[config.mk]
export PLATFORM = sky130hd
export DESIGN_NAME = hazard_ctrl
export DESIGN_NICKNAME = d
export VERILOG_FILES = /design/src/rtl/hazard_pkg.sv /design/src/rtl/mdu_tracker.sv /design/src/rtl/hazard_ctrl.sv
export SDC_FILE = /design/constraint.sdc
export NUM_CORES = 1
export LEC_CHECK = 0
export CAP_MARGIN = 15
export CORE_UTILIZATION = 34
export CTS_CLUSTER_SIZE = 14
export DETAILED_ROUTE_END_ITERATION = 8
export PLACE_DENSITY_LB_ADDON = 0.05
export SETUP_SLACK_MARGIN = 0.05
export SYNTH_ARGS = -nofsm -noshare
export SYNTH_HDL_FRONTEND = slang
export SYNTH_SLANG_ARGS = --single-unit
export TNS_END_PERCENT = 10
[constraint.sdc]
create_clock -name clk -period 2.75 [get_ports clk]
set_input_delay 0.825 -clock clk [delete_from_list [all_inputs] [get_ports clk]]
set_output_delay 0.825 -clock clk [all_outputs]
set_load 0.03 [all_outputs]
[src/rtl/hazard_pkg.sv]
// rtl/hazard_pkg.sv - shared constants, tracker state type and hit() helper for hazard_ctrl
// Contents:
//   FWD_RF / FWD_WB / FWD_MEM  E-stage operand select codes
//   mdu_state_t                MDU tracker states
//   hit(x, y)                  register match, ignoring the zero register
package hazard_pkg;

    localparam logic [1:0] FWD_RF  = 2'b00;
    localparam logic [1:0] FWD_WB  = 2'b01;
    localparam logic [1:0] FWD_MEM = 2'b10;

    typedef enum logic [1:0] {
        IDLE = 2'b00,
        BUSY = 2'b01,
        DONE = 2'b10
    } mdu_state_t;

    // Widest register address hit() accepts; callers cast their AW-wide
    // addresses up to this width.
    localparam int HIT_W = 32;

    // Register 0 is hardwired to zero, so it never creates a dependence.
    function automatic logic hit(input logic [HIT_W-1:0] x, input logic [HIT_W-1:0] y);
        return (x != '0) && (x == y);
    endfunction

endpackage

[src/rtl/mdu_tracker.sv]
// rtl/mdu_tracker.sv - tracks one outstanding multi-cycle MDU operation
// Ports:
//   clk, rst   clock, synchronous active-high reset
//   start      MDU op issuing from E this cycle (ignored while BUSY)
//   dst_in     destination register of the issuing op
//   busy       tracker not IDLE (BUSY or DONE)
//   done       one-cycle pulse in the cycle the MDU result is written
//   dst        captured destination register
module mdu_tracker
    import hazard_pkg::*;
#(
    parameter int AW      = 5,
    parameter int MDU_LAT = 4,
    parameter int CW      = $clog2(MDU_LAT)
) (
    input  logic          clk,
    input  logic          rst,
    input  logic          start,
    input  logic [AW-1:0] dst_in,
    output logic          busy,
    output logic          done,
    output logic [AW-1:0] dst
);

    // BUSY lasts MDU_LAT-1 cycles (cnt counts MDU_LAT-2 down to 0) and DONE
    // is the final cycle, so done lands exactly MDU_LAT cycles after issue.
    localparam logic [CW-1:0] CNT_LOAD = CW'(MDU_LAT - 2);

    mdu_state_t    state_q, state_d;
    logic [CW-1:0] cnt_q, cnt_d;
    logic [AW-1:0] dst_q, dst_d;

    always_ff @(posedge clk) begin
        if (rst) begin
            state_q <= IDLE;
            cnt_q   <= '0;
            dst_q   <= '0;
        end else begin
            state_q <= state_d;
            cnt_q   <= cnt_d;
            dst_q   <= dst_d;
        end
    end

    always_comb begin
        state_d = state_q;
        cnt_d   = cnt_q;
        dst_d   = dst_q;
        case (state_q)
            IDLE, DONE: begin
                // A new op may issue in the DONE cycle: back-to-back MDU ops.
                if (start) begin
                    state_d = BUSY;
                    cnt_d   = CNT_LOAD;
                    dst_d   = dst_in;
                end else if (state_q == DONE) begin
                    state_d = IDLE;
                end
            end
            BUSY: begin
                if (cnt_q == '0) begin
                    state_d = DONE;
                end else begin
                    cnt_d = cnt_q - CW'(1);
                end
            end
            default: state_d = IDLE;
        endcase
    end

    assign busy = (state_q != IDLE);
    assign done = (state_q == DONE);
    assign dst  = dst_q;

endmodule

[src/rtl/hazard_ctrl.sv]
// rtl/hazard_ctrl.sv - stall, flush and forwarding control for the 5-stage pipeline
// Ports:
//   clk, rst                      clock, synchronous active-high reset
//   rsD, rtD / rsE, rtE           source registers in D / E
//   wrE, wrM, wrW                 destination registers in E / M / W
//   regwrE, regwrM, regwrW        register-write enables in E / M / W
//   memtoregE, memtoregM          load in E / M
//   branchD, mduD                 branch / MDU op in D
//   mdu_startE                    MDU op issuing from E this cycle
//   stallF, stallD, flushE        hold PC, hold IF/ID, bubble ID/EX
//   fwdAD, fwdBD                  forward ALUOutM into the D comparator
//   fwdAE, fwdBE                  E operand select (RF / ResultW / ALUOutM)
//   mdu_busy, mdu_done, mdu_dst   MDU tracker status
module hazard_ctrl
    import hazard_pkg::*;
#(
    parameter int AW      = 5,
    parameter int MDU_LAT = 4,
    parameter int CW      = $clog2(MDU_LAT)
) (
    input  logic          clk,
    input  logic          rst,
    input  logic [AW-1:0] rsD,
    input  logic [AW-1:0] rtD,
    input  logic [AW-1:0] rsE,
    input  logic [AW-1:0] rtE,
    input  logic [AW-1:0] wrE,
    input  logic [AW-1:0] wrM,
    input  logic [AW-1:0] wrW,
    input  logic          regwrE,
    input  logic          regwrM,
    input  logic          regwrW,
    input  logic          memtoregE,
    input  logic          memtoregM,
    input  logic          branchD,
    input  logic          mduD,
    input  logic          mdu_startE,
    output logic          stallF,
    output logic          stallD,
    output logic          flushE,
    output logic          fwdAD,
    output logic          fwdBD,
    output logic [1:0]    fwdAE,
    output logic [1:0]    fwdBE,
    output logic          mdu_busy,
    output logic          mdu_done,
    output logic [AW-1:0] mdu_dst
);

    function automatic logic hit_aw(input logic [AW-1:0] x, input logic [AW-1:0] y);
        return hit(HIT_W'(x), HIT_W'(y));
    endfunction

    logic lwstall, brstall, mdustall, stall;

    mdu_tracker #(
        .AW      (AW),
        .MDU_LAT (MDU_LAT),
        .CW      (CW)
    ) u_mdu_tracker (
        .clk    (clk),
        .rst    (rst),
        .start  (mdu_startE),
        .dst_in (wrE),
        .busy   (mdu_busy),
        .done   (mdu_done),
        .dst    (mdu_dst)
    );

    // Load in E: its data is not available until W, too late for D or E.
    assign lwstall = memtoregE & regwrE & (hit_aw(rsD, wrE) | hit_aw(rtD, wrE));

    // The branch comparator sits in D, so it cannot take ALU results still
    // in E, nor load data still in M.
    assign brstall = branchD &
                     ((regwrE    & (hit_aw(rsD, wrE) | hit_aw(rtD, wrE))) |
                      (memtoregM & (hit_aw(rsD, wrM) | hit_aw(rtD, wrM))));

    // Busy includes DONE, so a dependent read waits until after the write
    // cycle. mduD is a structural stall: only one MDU op may be in flight.
    assign mdustall = mdu_busy & (hit_aw(rsD, mdu_dst) | hit_aw(rtD, mdu_dst) | mduD);

    assign stall  = lwstall | brstall | mdustall;
    assign stallF = stall;
    assign stallD = stall;
    assign flushE = stall;

    assign fwdAD = regwrM & hit_aw(rsD, wrM);
    assign fwdBD = regwrM & hit_aw(rtD, wrM);

    // M is the younger producer, so it wins over W.
    always_comb begin
        fwdAE = FWD_RF;
        if (regwrM && hit_aw(rsE, wrM)) begin
            fwdAE = FWD_MEM;
        end else if (regwrW && hit_aw(rsE, wrW)) begin
            fwdAE = FWD_WB;
        end
    end

    always_comb begin
        fwdBE = FWD_RF;
        if (regwrM && hit_aw(rtE, wrM)) begin
            fwdBE = FWD_MEM;
        end else if (regwrW && hit_aw(rtE, wrW)) begin
            fwdBE = FWD_WB;
        end
    end

endmodule

* Word level (Yosys, flattened, before mapping) *
Index checks and enable logic that the tools add are counted.

storage, ports and cells
  input port bits = 45
  output and inout port bits = 16
  logic and storage cells = 72
  register bits = 9

operators by class
  reductions and logical operators = 26
  multiplexer cells = 11
  $add $sub $neg = 1
  bitwise gates (word level) = 15
  equality and inequality tests = 16

operators by type and width
  operator                                                                 number
  5-bit == test                                                            10
  5-bit nonzero test                                                       4
  1-bit logical AND                                                        14
  2-bit two-way mux                                                        7
  1-bit AND                                                                8
  2-bit case mux with 2 select lines                                       2
  1-bit OR                                                                 7
  2-bit zero test                                                          2
  2-bit inequality test, second input constant                             2
  2-bit AND reduction                                                      2
  2-bit nonzero test                                                       2
  3-bit inequality test, second input constant                             1
  3-bit AND reduction                                                      1
  2-bit by 1-bit == test with 1-bit output, second input constant          1
  2-bit == test, second input constant                                     1
  1-bit two-way mux                                                        2
  2-bit by 1-bit inequality test with 1-bit output, second input constant  1
  2-bit OR reduction                                                       1
  2-bit by 1-bit subtractor with 2-bit output, second input constant       1

* Logic depth before layout (Yosys ltp) *
  depth after elaboration = 8
  mapped depth = 7
  gate-level depth less buffers = 6

* Modules after synthesis *
A second synthesis with hierarchy kept.

unflattened totals
  cells, all modules = 130
  area total of the unflattened synthesis = 1,073.5 sq um

by module, submodules not included
  module       times used  area each (sq um)  seq. area each (sq um)  cells each
  hazard_ctrl  1           690.7              0.0                     90
  mdu_tracker  1           382.9              180.2                   40

* Least setup slack after synthesis *
No wires, ideal clock.

  path type = input port to output port
  start point = input port rsE[3]
  end point = output port fwdAE[0]
  cell stages on the path = 4
  required time = 1.925 ns
  arrival = 2.655 ns
  slack = -0.730 ns
  buffers on the path = 0
  cell sequence = or4_1 > nor2_1 > nor4_1 > nor4_1

between the ends
  word-level cells in the longest chain between the ends = 5
  elaborated cells on any way between the ends = 9
  classes of those cells = eq/ne: 2; mux: 2; reduce/logical: 5

RTL lines
  element                                              line               text
  start: declaration                                   hazard_ctrl.sv:25  input logic [AW-1:0] rsE,
  5-bit == test or 5-bit nonzero test (tied branches)  hazard_pkg.sv:24   return (x != '0) && (x == y);
  1-bit logical AND                                    hazard_pkg.sv:24
  1-bit logical AND                                    hazard_ctrl.sv:96  end else if (regwrW && hit_aw(rsE, wrW)) begin
  1-bit two-way mux                                    hazard_ctrl.sv:96
  2-bit two-way mux (*)                                hazard_ctrl.sv:94  if (regwrM && hit_aw(rsE, wrM)) begin
  end: declaration                                     hazard_ctrl.sv:43  output logic [1:0] fwdAE,

Mark *: on every way between the ends. The rest lies on a longest branch, timed or not.

* Worst setup path in the final report *
  start point = input port rsD[1]
  end point = output port stallF

between the ends
  word-level cells in the longest chain between the ends = 8
  elaborated cells on any way between the ends = 19
  classes of those cells = eq/ne: 3; bitwise: 12; reduce/logical: 4

RTL lines
  element                                              line                                                     text
  start: declaration                                   hazard_ctrl.sv:23                                        input logic [AW-1:0] rsD,
  5-bit == test or 5-bit nonzero test (tied branches)  hazard_pkg.sv:24
  1-bit logical AND                                    hazard_pkg.sv:24
  1-bit OR (on tied branches)                          hazard_ctrl.sv:71, hazard_ctrl.sv:76, hazard_ctrl.sv:77
  1-bit AND (on tied branches)                         hazard_ctrl.sv:76, hazard_ctrl.sv:77
  1-bit OR                                             hazard_ctrl.sv:76                                        ((regwrE & (hit_aw(rsD, wrE) | hit_aw(rtD, wrE))) |
  1-bit AND                                            hazard_ctrl.sv:75                                        assign brstall = branchD &
  1-bit OR                                             hazard_ctrl.sv:83                                        assign stall = lwstall | brstall | mdustall;
  1-bit OR (*)                                         hazard_ctrl.sv:83
  end: declaration                                     hazard_ctrl.sv:38                                        output logic stallF,

Marked as above.

==> metrics.txt <==
Flop pwr share 26.4%; I/O Buffers 60; gr ovfl total 0; Antenna Diode Count 0; synthesized instance count 128; start of the worst register-to-register path u_mdu_tracker.cnt_q[0]; Yosys warning total 0; WP data required 1.93 ns; mapped cell area 1040 um^2; hold path cells 1; internal power approximately 0.36 mW; total track usage 22.7%; startpoint types input port; reg2reg end u_mdu_tracker.cnt_q[1]; initial core utilization 36.9%; Switch Pwr 0.210 mW; min-delay src u_mdu_tracker.state_q[1]; flop2flop setup slack about 1.5 ns; Final Cell Area 2100 um^2; endpoints failing setup 9; vias in the first global route 1,327; Most used DFF post-synth dfxtp_1; clock sinks 9; Max Clk Rate 0.327 GHz; CTS buffer count 3; initial antenna violation count 0; #FFs+latches synth 9; clock buffer depth 2; Boundary Pins 61; Placer Congestion 0.841; layout cells sized above 1 between 40% and 50%; via count 1,255; Cells after DPL 243; post-DP HPWL 2860 um; status finished with violations; CP Capture Type output port; reg2reg path depth 5; Hold Path Class register to register; syn nets around 170; sw frac 36.7%; CTS tree yes; PD cells 273 nW/um^2; failing checks DRC, setup timing; Placed Area 1910 um^2; Skew-Pair Late Insertion Delay between 0.2 and 0.3 ns; Post-Syn Area per Cell between 8 and 9 um^2; clk_skew about 0.0004 ns; Final Hold Violating Endpoints 0; die height 57.4 um; Die X 57.4 um; Seq/Total Area, Yosys 17.2%; Clock Power Share 17.8%; Unique masters post-synth 29; drt first pass iters 6; ANT nets after route 0; Hold Path Sink u_mdu_tracker.state_q[1]; Leak 0.875 nW; WL/cell 14.9 um; final period utilization 111%; critical path fanouts, max 3; DR DRC count 5; filler cell count between 200 and 250; maximum vdd drop 0.000243 V; # H-tree levels 1; iteration-0 DRC count of the detailed router 23; Core Footprint 2830 um^2; PnR worst setup slack -0.312 ns; unrepaired setup endpoints after global routing yes; Final min period 3.06 ns; final net count between 200 and 300; largest net degree at the start of global routing 10; P&R area growth vs syn 101%; critical path arrival 2.24 ns; first-pass GRT wire length 5710 um; Comb power frac 55.9%; slew margin rel. between 70 and 80%; Pins Over Slew Limit 0; number of core rows 19; Final Non-Filler Cells 250; hold_buf cts 0; Vias/cell 5.02; CTS root buf clkbuf_4; max_cap viols 0; Setup CP Type input port to output port; clock transition at the registers of the reported paths 0.06 ns; WL final ~3700 um; EDFF count, synth 0; Hold Worst Slack 0.475 ns; Worst Max-Slew Pin Slew 0.330 ns; fraction of registers with async set/reset 0%; die area 3300 um^2
==> metal layers <==
metal / vias to the layer above / track usage (%) / wire, um
met5: - / 0 / 0
met4: 0 / 5.23 / 14
met3: 2 / 4.54 / 198
met2: 43 / 45.5 / 2110
met1: 581 / 23.8 / 1400
li1: 629 / - / -
==> placed cells by master (no fill, tap or decap), types with 5 or more instances in the layout <==
cell / count
buf_6: 13
clkdlybuf4s50_1: 20
dlygate4sd2_1: 7
nor4_4: 6
buf_2: 10
nor2_1: 8
xnor2_1: 30
dfxtp_1: 9
xor2_1: 14
mux2i_1: 5
nand3_1: 6
buf_4: 32
==> critical path: stages <==
cell     delay, ns
buf_6         0.09
or4_4         0.53
nor2_4        0.18
nor4_4        0.07
o31ai_2       0.21
nand3_2       0.16
buf_6         0.17
==> per-stage QoR <==
stage          setup WS, ns  power, mW  util [%]  setup TNS, ns
2_1_floorplan        -0.278      0.294         -          -1.24
3_3_place_gp          -1.04      0.443      67.6          -5.93
3_5_place_dp          -1.04      0.449      67.6          -6.02
4_1_cts              -0.336      0.570      73.0          -2.11
5_1_grt              -0.396      0.604      74.1          -2.18
6_report             -0.312      0.571      74.1          -1.60
==> flip-flops by register name, indices dropped and copies added (netlist names) <==
name,count
u_mdu_tracker.cnt_q,2
u_mdu_tracker.dst,5
u_mdu_tracker.state_q,2
==> worst max path at each step <==
stage                      start     end  slack [ns]  cells past startpoint
after CTS                 rtD[4]  stallF       -0.34                      7
after floorplan           rsD[1]  stallD       -0.28                      6
final                     rsD[1]  stallF       -0.31                      7
after global placement    rsD[4]  flushE       -1.04                      8
after global routing      rsD[1]  stallF       -0.40                      7
after detailed placement  rsD[4]  stallF       -1.04                      8
==> cells in the mapped netlist (2+ instances only) <==
cell type / number / area (um^2)
xnor2_1: 34 / 298
xor2_1: 16 / 140
nor2_1: 10 / 37.5
nor4_1: 10 / 62.6
dfxtp_1: 9 / 180
nand3_1: 7 / 35.0
mux2i_1: 5 / 50.1
clkbuf_1: 4 / 15.0
nand4_1: 4 / 25.0
nand2_1: 3 / 11.3
or4_1: 3 / 22.5
a21oi_1: 2 / 10.0
and2_1: 2 / 12.5
buf_4: 2 / 15.0
inv_1: 2 / 7.51
nor2b_1: 2 / 12.5
==> cells by family after synthesis <==
logic type               after synthesis  share of synthesized area [%]
AO/OA/AOI/OAI                          7                           4.91
XOR/XNOR                              50                           41.9
adder cells (fa/ha/maj)                1                           1.20
buffers and inverters                  8                           3.59
flip-flops                             9                           17.2
multiplexers                           5                           4.79
AND/OR/NAND/NOR                       48                           26.3
==> power groups by stage <==
stage          Combinational, mW  Sequential [mW]  Clock (mW)
2_1_floorplan              0.134            0.160           0
3_3_place_gp               0.290            0.153           0
3_5_place_dp               0.296            0.153           0
4_1_cts                    0.313            0.150       0.107
5_1_grt                    0.339            0.152       0.113
6_report                   0.319            0.151       0.101
==> what timing repair did <==
action,CTS,global route
setup endpoints to repair,9,9
resized for setup,125,14
pin swaps,21,14
setup buffers,3,0
==> cell type report <==
cell class	count	area [um^2]	share of cell area (%)
Multi-Input combinational cell	111	1030	49.1
Clock buffer	4	26.3	1.25
Timing Repair Buffer	93	813	38.8
Sequential cell	9	180	8.60
Tap cell	31	38.8	1.85
Inverter	2	7.51	0.358
Power figures use the tool's default switching activity.
